**config.mk**
```make
export PLATFORM = sky130hd
export DESIGN_NAME = addr_seq
export DESIGN_NICKNAME = d
export VERILOG_FILES = /design/src/rtl/mos_pkg.sv /design/src/rtl/idx_add.sv /design/src/rtl/addr_seq.sv
export SDC_FILE = /design/constraint.sdc
export NUM_CORES = 1
export LEC_CHECK = 0
export BUFFER_PORTS_ARGS = -buffer_cell sky130_fd_sc_hd__clkbuf_2
export CORE_ASPECT_RATIO = 0.8
export CORE_MARGIN = 2
export CORE_UTILIZATION = 40
export DETAILED_ROUTE_END_ITERATION = 12
export GPL_ROUTABILITY_DRIVEN = 0
export SYNTH_ARGS = -nofsm -noshare
export SYNTH_HDL_FRONTEND = slang
export SYNTH_SLANG_ARGS = --single-unit
```
**constraint.sdc**
```tcl
create_clock -name clk_1 -period 4.2 [get_ports clk_1]
set_input_delay 0 -clock clk_1 [delete_from_list [all_inputs] [get_ports clk_1]]
set_output_delay 0 -clock clk_1 [all_outputs]
set_load 0.01 [all_outputs]
```
**src/rtl/mos_pkg.sv**
```systemverilog
// Shared constants for the MOSby address path: access types,
// addressing-mode codes and the addr_seq FSM state encoding.
package mos_pkg;

  typedef enum logic [1:0] {
    AT_ZERO  = 2'd0,
    AT_STACK = 2'd1,
    AT_PC    = 2'd2,
    AT_ABSOL = 2'd3
  } access_e;

  typedef enum logic [3:0] {
    M_IMP  = 4'd0,
    M_IMM  = 4'd1,
    M_ZP   = 4'd2,
    M_ZPX  = 4'd3,
    M_ZPY  = 4'd4,
    M_ABS  = 4'd5,
    M_ABSX = 4'd6,
    M_ABSY = 4'd7,
    M_PUSH = 4'd8,
    M_PULL = 4'd9
  } mode_e;

  typedef enum logic [3:0] {
    S_IDLE = 4'd0,
    S_OPL  = 4'd1,
    S_OPH  = 4'd2,
    S_IDX  = 4'd3,
    S_FIX  = 4'd4,
    S_EFF  = 4'd5,
    S_SPI  = 4'd6,
    S_STK  = 4'd7,
    S_IMPD = 4'd8
  } state_e;

  // Unassigned mode codes behave as implied addressing.
  function automatic mode_e norm_mode(input logic [3:0] m);
    return (m > 4'd9) ? M_IMP : mode_e'(m);
  endfunction

endpackage

```
**src/rtl/idx_add.sv**
```systemverilog
// 8-bit index adder for the effective-address low byte.
// Returns the wrapped sum and the carry into the high byte.
module idx_add (
  input  logic [7:0] a_i,
  input  logic [7:0] b_i,
  output logic [7:0] sum_o,
  output logic       carry_o
);

  assign {carry_o, sum_o} = {1'b0, a_i} + {1'b0, b_i};

endmodule

```
**src/rtl/addr_seq.sv**
```systemverilog
// Addressing-mode sequencer: walks one operand access per request.
// Build option ADDR_SEQ_PAGE_CROSS_EN: indexed-absolute reads skip FIX without carry.
module addr_seq
  import mos_pkg::*;
(
  input  logic       clk_1,
  input  logic       rst,
  input  logic       start,
  input  logic [3:0] mode,
  input  logic       wr,
  input  logic [7:0] data_bus,
  input  logic [7:0] data_x,
  input  logic [7:0] data_y,
  output logic [1:0] access_type,
  output logic [7:0] ab_lo,
  output logic [7:0] ab_hi,
  output logic       pc_inc,
  output logic       sp_inc,
  output logic       sp_dec,
  output logic       mem_we,
  output logic       busy,
  output logic       done
);

  state_e     state_q, state_d;
  mode_e      mode_q, mode_d;
  logic       wr_q, wr_d;
  logic [7:0] lo_q, lo_d;
  logic [7:0] hi_q, hi_d;
  logic       carry_q, carry_d;

  mode_e      req_m;
  logic [7:0] idx;
  logic [7:0] sum;
  logic       cry;
  access_e    at;
  logic       zp_mode;

  assign req_m = norm_mode(mode);
  assign zp_mode = (mode_q == M_ZP) || (mode_q == M_ZPX)
                || (mode_q == M_ZPY);

  // Index register selected by the latched mode.
  always_comb begin
    idx = 8'h00;
    unique case (mode_q)
      M_ZPX, M_ABSX: idx = data_x;
      M_ZPY, M_ABSY: idx = data_y;
      default:       idx = 8'h00;
    endcase
  end

  idx_add u_idx_add (
    .a_i     (lo_q),
    .b_i     (idx),
    .sum_o   (sum),
    .carry_o (cry)
  );

  // State and operand registers with synchronous reset.
  always_ff @(posedge clk_1) begin
    if (rst) begin
      state_q <= S_IDLE;
      mode_q  <= M_IMP;
      wr_q    <= 1'b0;
      lo_q    <= 8'h00;
      hi_q    <= 8'h00;
      carry_q <= 1'b0;
    end else begin
      state_q <= state_d;
      mode_q  <= mode_d;
      wr_q    <= wr_d;
      lo_q    <= lo_d;
      hi_q    <= hi_d;
      carry_q <= carry_d;
    end
  end

  // Next state and operand datapath.
  always_comb begin
    state_d = state_q;
    mode_d  = mode_q;
    wr_d    = wr_q;
    lo_d    = lo_q;
    hi_d    = hi_q;
    carry_d = carry_q;
    unique case (state_q)
      S_IDLE: begin
        if (start) begin
          mode_d = req_m;
          wr_d   = wr;
          unique case (req_m)
            M_IMP:   state_d = S_IMPD;
            M_PUSH:  state_d = S_STK;
            M_PULL:  state_d = S_SPI;
            default: state_d = S_OPL;
          endcase
        end
      end
      S_OPL: begin
        lo_d = data_bus;
        unique case (mode_q)
          M_IMM:        state_d = S_IDLE;
          M_ZP:         state_d = S_EFF;
          M_ZPX, M_ZPY: state_d = S_IDX;
          default:      state_d = S_OPH;
        endcase
      end
      S_OPH: begin
        hi_d    = data_bus;
        lo_d    = sum;
        carry_d = cry;
        if (mode_q == M_ABS) begin
          state_d = S_EFF;
        end else begin
`ifdef ADDR_SEQ_PAGE_CROSS_EN
          state_d = (wr_q || cry) ? S_FIX : S_EFF;
`else
          state_d = S_FIX;
`endif
        end
      end
      S_IDX: begin
        lo_d    = sum;
        state_d = S_EFF;
      end
      S_FIX: begin
        hi_d    = hi_q + {7'd0, carry_q};
        state_d = S_EFF;
      end
      S_SPI:   state_d = S_STK;
      S_EFF,
      S_STK,
      S_IMPD:  state_d = S_IDLE;
      default: state_d = S_IDLE;
    endcase
  end

  // Bus outputs decoded from the registered state.
  always_comb begin
    at     = AT_PC;
    ab_lo  = 8'h00;
    ab_hi  = 8'h00;
    pc_inc = 1'b0;
    sp_inc = 1'b0;
    sp_dec = 1'b0;
    mem_we = 1'b0;
    done   = 1'b0;
    unique case (state_q)
      S_OPL: begin
        pc_inc = 1'b1;
        done   = (mode_q == M_IMM);
      end
      S_OPH: pc_inc = 1'b1;
      S_IDX: begin
        at    = AT_ZERO;
        ab_lo = lo_q;
      end
      S_FIX: begin
        at    = AT_ABSOL;
        ab_lo = lo_q;
        ab_hi = hi_q;
      end
      S_EFF: begin
        at     = zp_mode ? AT_ZERO : AT_ABSOL;
        ab_lo  = lo_q;
        ab_hi  = zp_mode ? 8'h00 : hi_q;
        mem_we = wr_q;
        done   = 1'b1;
      end
      S_SPI: begin
        at     = AT_STACK;
        sp_inc = 1'b1;
      end
      S_STK: begin
        at     = AT_STACK;
        sp_dec = (mode_q == M_PUSH);
        mem_we = (mode_q == M_PUSH);
        done   = 1'b1;
      end
      S_IMPD:  done = 1'b1;
      default: ;
    endcase
  end

  assign access_type = at;
  assign busy        = (state_q != S_IDLE);

endmodule

```
==> results.md, run 1 <==
- Filler Cell Count: 556
- R2R cell count: 12
- Worst reg2reg path endpoint: carry_q$_SDFFE_PP0P_
- FP Rows: 24
- Number of synthesized flops with an enable pin: 0
- Final setup fails: 0
- Gate power share: 0.368
- Clk slew on worst S/H paths: 0.10 ns
- CTS Sinks: 26
- Die width: ~87 um
- Slew Viols, Final: 0
- Worst skew pair latency: 0.28 ns
- Fin Setup TNS: 0 ns
- Worst-path cell chain: nor2b_1, a22o_1, a32oi_1, nor2_1, ha_1, inv_1, fa_1, nor2b_1, o31a_1, o31a_1, nor4_1, nor4_1
- Placeable Area: ~5300 sq um
- Status: complete, no violations
- Worst setup SP type: flop
- Yosys cell types: 57
- Initial Utilization: 0.4078
- Arr. time, crit path: approximately 3.4 ns
- Avg Synthesized Cell Area: 7.568 sq um
- Leak: around 1.1 nW
- Syn. warnings: 0
- Total global routing overflow: 0
- Tot GR Track Use: 0.1934
- Ys async rst share: 0
- Post-CTS Resized: 0
- Register Area: 520.5 sq um
- Via count: 2,321
- Final hold violations: 0
- Clk pwr share: 0.212
- Nets: 378
- Top-area cell type share of the netlist area: 0.2388
- Final HPWL DP: 4.482 mm
- Max clock buf depth: 2
- R2R setup slack: 1.04 ns
- Drt via density: slightly below 6
- Pwr Density: 312.5 nW/um^2
- Register area share after synthesis: 0.2388
- Least-Margin Pin Slew: 0.8580 ns
- Initial antenna violation count: 0
- Placed inst area: between 2000 and 2500 sq um
- DRT antenna net count: 0
- Multi-input logic area: 1560 sq um
- Num CTS Buffers: 3
- H-Tree Depth: 1
- PortBufs: 55
- First-pass GRT wire length: between 9 and 10 mm
- #FFs+latches synth: 26
- Initial DRT Pass Iterations: 4
- Crit-path leading delay family: simple AND/OR/NAND/NOR gates
- Post-route cell area: 2569 sq um
- Root buffer cell: clkbuf_8
- Die H: around 70 um
- End of the critical path: carry_q$_SDFFE_PP0P_
- Vias in the first global route: 2,033
- Int Pwr: 488.9 uW
- Critical Path Stages: 12
- # IOs: 56
- Die Area: 6059 sq um
- Commonest non-fill, non-tap cell in the layout: clkbuf_2
- Total wire length: 5.940 mm
- Prevailing post-synth register cell: dfxtp_1
- Switching share of power: 0.3910
- Required @ worst endpoint: 4.39 ns
- WP buf/inv: 1
- Peak VDD IR: around 0.17 mV
- Crit path launch: mode_q[2]$_SDFFE_PP0P_
- Sequential fraction of design power: 0.420
- Clk_skew: 0.004184 ns
- Layout cells sized above 1: 0.2246
- Synth top area cells: dfxtp_1 24%, nor2_1 6.4%, ha_1 5.7%
- Worst min path class: in -> reg
- Most frequent cells in the layout: 55 x clkbuf_2, 37 x nor2_1, 26 x dfxtp_1
- Layout Area Growth over Synthesis: 17.85%
- CTS tree: built
- CP Capture Type: flop
- Mapped cell area: 2180 sq um
- Critical Path Fanout Max: 16
- Slowest cell on crit path: dfxtp_1
- Max Cap Viol: 0
- N_diodes: 0
- Postcts setup bufs: 0
- Cell taking the most area after synthesis: dfxtp_1
- Crit Path Class: reg -> reg
- Unrepaired setup endpoints after global routing: no
- Syn_nets: 331
- Final clock period utilization by the worst path: 0.7532
- Mean routed wirelength per cell: 14.89 um
- Period minus WS final: 3.164 ns
- Pin count of the biggest net entering global routing: 25
- Slew HR: 0.4236
- Switching power: 313.9 uW
- Slowest stage delay, CP: 0.66 ns
- Fmax: 316.1 MHz
- CTS Hold Buffers Added: 5
- Initial drt markers: 91
- DRC viols: 0
- Reg-to-reg startpoint: mode_q[2]$_SDFFE_PP0P_
- Mapped Cells: 288
## state kept, by name, indices dropped and copies added, names as in the netlist
| register | cells |
|---|---|
| carry_q | 1 |
| lo_q | 8 |
| mode_q | 4 |
| state_q | 4 |
| wr_q | 1 |
| hi_q | 8 |
## cell families after synthesis
logic type,after synthesis,share of synthesized area
fa+ha+maj,11,0.06659
simple gates,130,0.3077
xor+xnor,3,0.01206
compound gates,82,0.2675
flops,26,0.2388
buf+inv,24,0.04534
mux,12,0.06200
## through the flow
stage / cells / hold WS, ns / power [mW] / utilization / setup WS [ns]
after floorplan: 288 / 0.08969 / 0.5448 / - / 1.334
after global placement: 390 / 0.2319 / 0.6311 / 0.4609 / 1.063
after detailed placement: 390 / 0.2457 / 0.6303 / 0.4609 / 1.105
after CTS: 399 / 0.01478 / 0.8017 / 0.4806 / 1.075
after global routing: 399 / 0.02803 / 0.8629 / 0.4806 / 0.7390
final: 399 / 0.003590 / 0.8027 / 0.4806 / 1.037
## power by group through the flow
| stage | logic [mW] | registers [mW] | clock network [mW] |
|---|---|---|---|
| 2_1_floorplan | 0.240 | 0.304 | 0 |
| 3_3_place_gp | 0.288 | 0.343 | 0 |
| 3_5_place_dp | 0.288 | 0.342 | 0 |
| 4_1_cts | 0.294 | 0.336 | 0.172 |
| 5_1_grt | 0.332 | 0.345 | 0.186 |
| 6_report | 0.295 | 0.338 | 0.170 |
## per-layer routing
layer  share of wire  vias to the layer above  GRT usage
met4           0.018                        0    0.05035
met1            0.51                     1063     0.2963
met5               0                        -          0
li1                -                     1177          -
met3           0.058                       11    0.02600
met2            0.41                       70     0.2821
## how the worst min path moves through the flow
stage                      startpoint                   end  depth (start not counted)
after floorplan                   rst  lo_q[5]$_SDFFE_PP0P_                          1
after global placement             wr     wr_q$_SDFFE_PP0P_                          3
after detailed placement           wr     wr_q$_SDFFE_PP0P_                          3
after CTS                 data_bus[2]  hi_q[2]$_SDFFE_PP0P_                          3
after global routing      data_bus[2]  hi_q[2]$_SDFFE_PP0P_                          3
final                     data_bus[2]  hi_q[2]$_SDFFE_PP0P_                          3
## worst reg2reg max path, delay by kind of cell (launching register included)
family / cells / cell delay (ns)
buffers and inverters: 1 / 0.06
and+or+nand+nor: 5 / 1.18
DFF: 1 / 0.66
adders and majority gates: 2 / 0.55
AOI/OAI and AO/OA: 4 / 0.61
## cell usage after synthesis (all sizes together) (3+ instances only)
| library cell | instances |
|---|---|
| a211oi | 9 |
| a21oi | 18 |
| a221oi | 3 |
| a22o | 8 |
| a32oi | 9 |
| and2 | 16 |
| and3 | 3 |
| buf | 5 |
| clkbuf | 14 |
| dfxtp | 26 |
| ha | 10 |
| inv | 4 |
| mux2 | 9 |
| mux2i | 3 |
| nand2 | 21 |
| nand2b | 4 |
| nand3 | 8 |
| nor2 | 37 |
| nor2b | 5 |
| nor3 | 18 |
| nor3b | 3 |
| nor4 | 3 |
| o21a | 4 |
| o21ai | 10 |
| o22ai | 4 |
| or2 | 3 |
## cell type report
class	instances	area share
Clock buffer	4	0.02143
Tap cell	65	0.03166
Multi-Input combinational cell	238	0.6074
Sequential cell	26	0.2026
Timing Repair Buffer	61	0.1296
Inverter	5	0.007306
Note: power is estimated with default switching activity, not from simulation.
==> run 2: changes to the inputs <==
- ABC_AREA: unset -> 1
- PLACE_DENSITY: unset -> 0.66
- clock period: 4.2 -> 2.9 ns (I/O delays scaled with it)
==> run 2 against run 1 <==
Maximum frequency grew 24%. Core utilization rose by 1.6 points. Power is 38% higher. Final cell count grew 15%. Critical path depth grew 2. Via count down 1.2%. Count of clock-buffer cells in the layout unchanged. Global-route usage increased by 1.2 points. Flip-flop and latch count is the same. Clock power up 46%. Wire length decreased by 4.4%. Largest power group unchanged.
==> results.md, run 2 <==
- Crit Path Class: reg -> reg
- Cell with the most instances after synthesis: inv_1
- Root buffer cell: clkbuf_8
- M1 WL: 2.836 mm
- Number of synthesized flops with an enable pin: 0
- Initial DRT Pass Iterations: 4
- CP Capture Type: flop
- R2R cell count: 14
- Slew Viols, Final: 0
- Final clock period utilization by the worst path: 0.8826
- Slew HR: 0.6457
- Pin count of the biggest net entering global routing: 16
- Clk pwr share: 0.223
- Initial drt markers: between 100 and 150
- Max clock buf depth: 2
- Worst setup SP type: flop
- Max layer used: met4
- Most frequent cells in the layout: 70 x inv_1, 62 x nand2_1, 55 x clkbuf_2
- Layout cells sized above 1: 0.2025
- DRC viols: 0
- Die Area: 5848 sq um
- Mapped cell area: approximately 2100 sq um
- Final setup fails: 0
- Leak: between 1 and 1.5 nW
- Total wire length: 5.679 mm
- Yosys cell types: 33
- Core Util, Final: 0.4961
- CTS tree: built
- Crit path launch: mode_q[2]$_SDFFE_PP0P_
- Max Cap Viol: 0
- Num CTS Buffers: 3
- Syn. warnings: 0
- Total global routing overflow: 0
- Arr. time, crit path: 2.73 ns
- Clk_skew: 0.009275 ns
- Worst skew pair latency: 0.28 ns
- Drt via density: 5.018
- First-pass GRT wire length: 9.487 mm
- Switching share of power: 0.3925
- Final HPWL DP: between 4 and 5 mm
- FP Rows: 23
- Top-area cell type share of the netlist area: 0.2479
- Register area share after synthesis: 0.2479
- #FFs+latches synth: 26
- Via count: 2,293
- Cell taking the most area after synthesis: dfxtp_1
- Placeable Area: 5036 sq um
- R2R setup slack: 0.34 ns
- Initial antenna violation count: 0
- PortBufs: 55
- Fmax: just under 400 MHz
- Clk slew on worst S/H paths: 0.10 ns
- Initial Utilization: 0.4169
- Critical Path Fanout Max: 8
- Vias in the first global route: 2,022
- DRT antenna net count: 0
- Worst min path class: in -> reg
- Prevailing post-synth register cell: dfxtp_1
- Syn_nets: 381
- Int Pwr: 674.1 uW
- Most frequent cells after synthesis: 70 x inv_1, 62 x nand2_1, 43 x nor2_1
- N_diodes: 0
- H-Tree Depth: 1
- Post-CTS Resized: 0
- Required @ worst endpoint: between 3 and 4 ns
- Met2 WL: 2.466 mm
- Pwr Density: 444.1 nW/um^2
- Switching power: between 400 and 500 uW
- Gate power share: 0.374
- Unrepaired setup endpoints after global routing: no
- Die H: 68.80 um
- Status: complete, no violations
- Sequential fraction of design power: 0.403
- Worst reg2reg path endpoint: lo_q[4]$_SDFFE_PP0P_
- End of the critical path: lo_q[4]$_SDFFE_PP0P_
- Nets: 439
- Mapped Cells: 338
- Ys async rst share: 0
- Regs by FF count: hi_q x8, lo_q x8
- Die width: 85 um
- Least-Margin Pin Slew: 0.5298 ns
- Layout Area Growth over Synthesis: 19.01%
- Commonest non-fill, non-tap cell in the layout: inv_1
- Avg Synthesized Cell Area: 6.212 sq um
- Synth top area cells: dfxtp_1 25%, inv_1 13%, nand2_1 11%
- Met3 WL: roughly 350 um
- # IOs: 56
- Mean routed wirelength per cell: 12.43 um
- Period minus WS final: 2.560 ns
- CTS Sinks: 26
- Peak VDD IR: about 0.22 mV
- Final hold violations: 0
- Tot GR Track Use: 0.2058
- Reg-to-reg startpoint: mode_q[2]$_SDFFE_PP0P_
- Fin Setup TNS: 0 ns
==> run 2: cell count changes after synthesis, sizes merged, moves of 11 or more <==
cell,change
nor3,-14
and2,-15
nand2,+46
nor2,+11
clkbuf,-12
nand3,+12
o21ai,+13
inv,+72
==> run 2: routing by layer <==
| metal | global-route usage | vias to the layer above |
|---|---|---|
| met3 | 0.03571 | 5 |
| met5 | 0 | - |
| met4 | 0.03175 | 0 |
| li1 | - | 1203 |
| met2 | 0.3545 | 61 |
| met1 | 0.2787 | 1024 |
==> run 2: cell type report <==
cell class,count,area [sq um]
Tap cell,62,77.57
Timing Repair Buffer,56,285.3
Sequential cell,26,520.5
Multi-Input combinational cell,233,1275
Fill cell,536,2537
Inverter,76,285.3
Clock buffer,4,55.05
==> run 2: power groups by stage <==
stage / Clock (mW) / Combinational [mW] / Sequential, mW
2_1_floorplan: 0 / 0.307 / 0.443
3_3_place_gp: 0 / 0.409 / 0.454
4_1_cts: 0.248 / 0.414 / 0.446
6_report: 0.248 / 0.415 / 0.447
3_5_place_dp: 0 / 0.411 / 0.455
5_1_grt: 0.262 / 0.474 / 0.454
==> run 2: worst max-delay path, cell delays in order (launching register included) <==
cell	delay, ns
dfxtp_1	0.34
inv_1	0.06
nor2_1	0.22
nand3_1	0.32
o22ai_1	0.26
ha_1	0.19
inv_1	0.05
fa_1	0.40
inv_1	0.07
nand2_1	0.04
nand2_1	0.07
and2_1	0.14
nor2_1	0.04
o21ai_0	0.17
a21oi_1	0.08
==> run 2: worst min-delay path by stage <==
stage	cells after the start	endpoint	startpoint	slack, ns
6_report	3	hi_q[2]$_SDFFE_PP0P_	data_bus[2]	0.0005
5_1_grt	3	hi_q[2]$_SDFFE_PP0P_	data_bus[2]	0.02
4_1_cts	3	hi_q[2]$_SDFFE_PP0P_	data_bus[2]	0.001
3_5_place_dp	3	wr_q$_SDFFE_PP0P_	wr	0.25
3_3_place_gp	3	wr_q$_SDFFE_PP0P_	wr	0.25
2_1_floorplan	1	hi_q[6]$_SDFFE_PP0P_	rst	0.08
==> run 2: timing repair <==
item	CTS	global route
setup buffers	0	0
hold buffers	1	0
hold endpoints to repair	1	0
==> run 2: cell families (layout without fill, tap and decap cells) <==
family          Yosys count  count (layout)  share of synthesized area
compound gates           71              71                     0.2014
flops                    26              26                     0.2479
buf+inv                  79             136                     0.1448
xor+xnor                  3               3                    0.01252
fa+ha+maj                11              11                    0.06913
simple gates            148             148                     0.3242
==> run 2: metrics by stage <==
stage | total power [mW] | cells | hold WS, ns | instance area [sq um] | setup WS, ns
finish | 1.110 | 457 | 0.0005178 | 2499 | 0.3403
global route | 1.190 | 457 | 0.02416 | 2499 | 0.01745
CTS | 1.109 | 457 | 0.001133 | 2499 | 0.3269
detailed placement | 0.8655 | 452 | 0.2477 | 2434 | 0.3367
global placement | 0.8630 | 452 | 0.2473 | 2434 | 0.3765
floorplan | 0.7497 | 338 | 0.07847 | 2100 | 0.6664
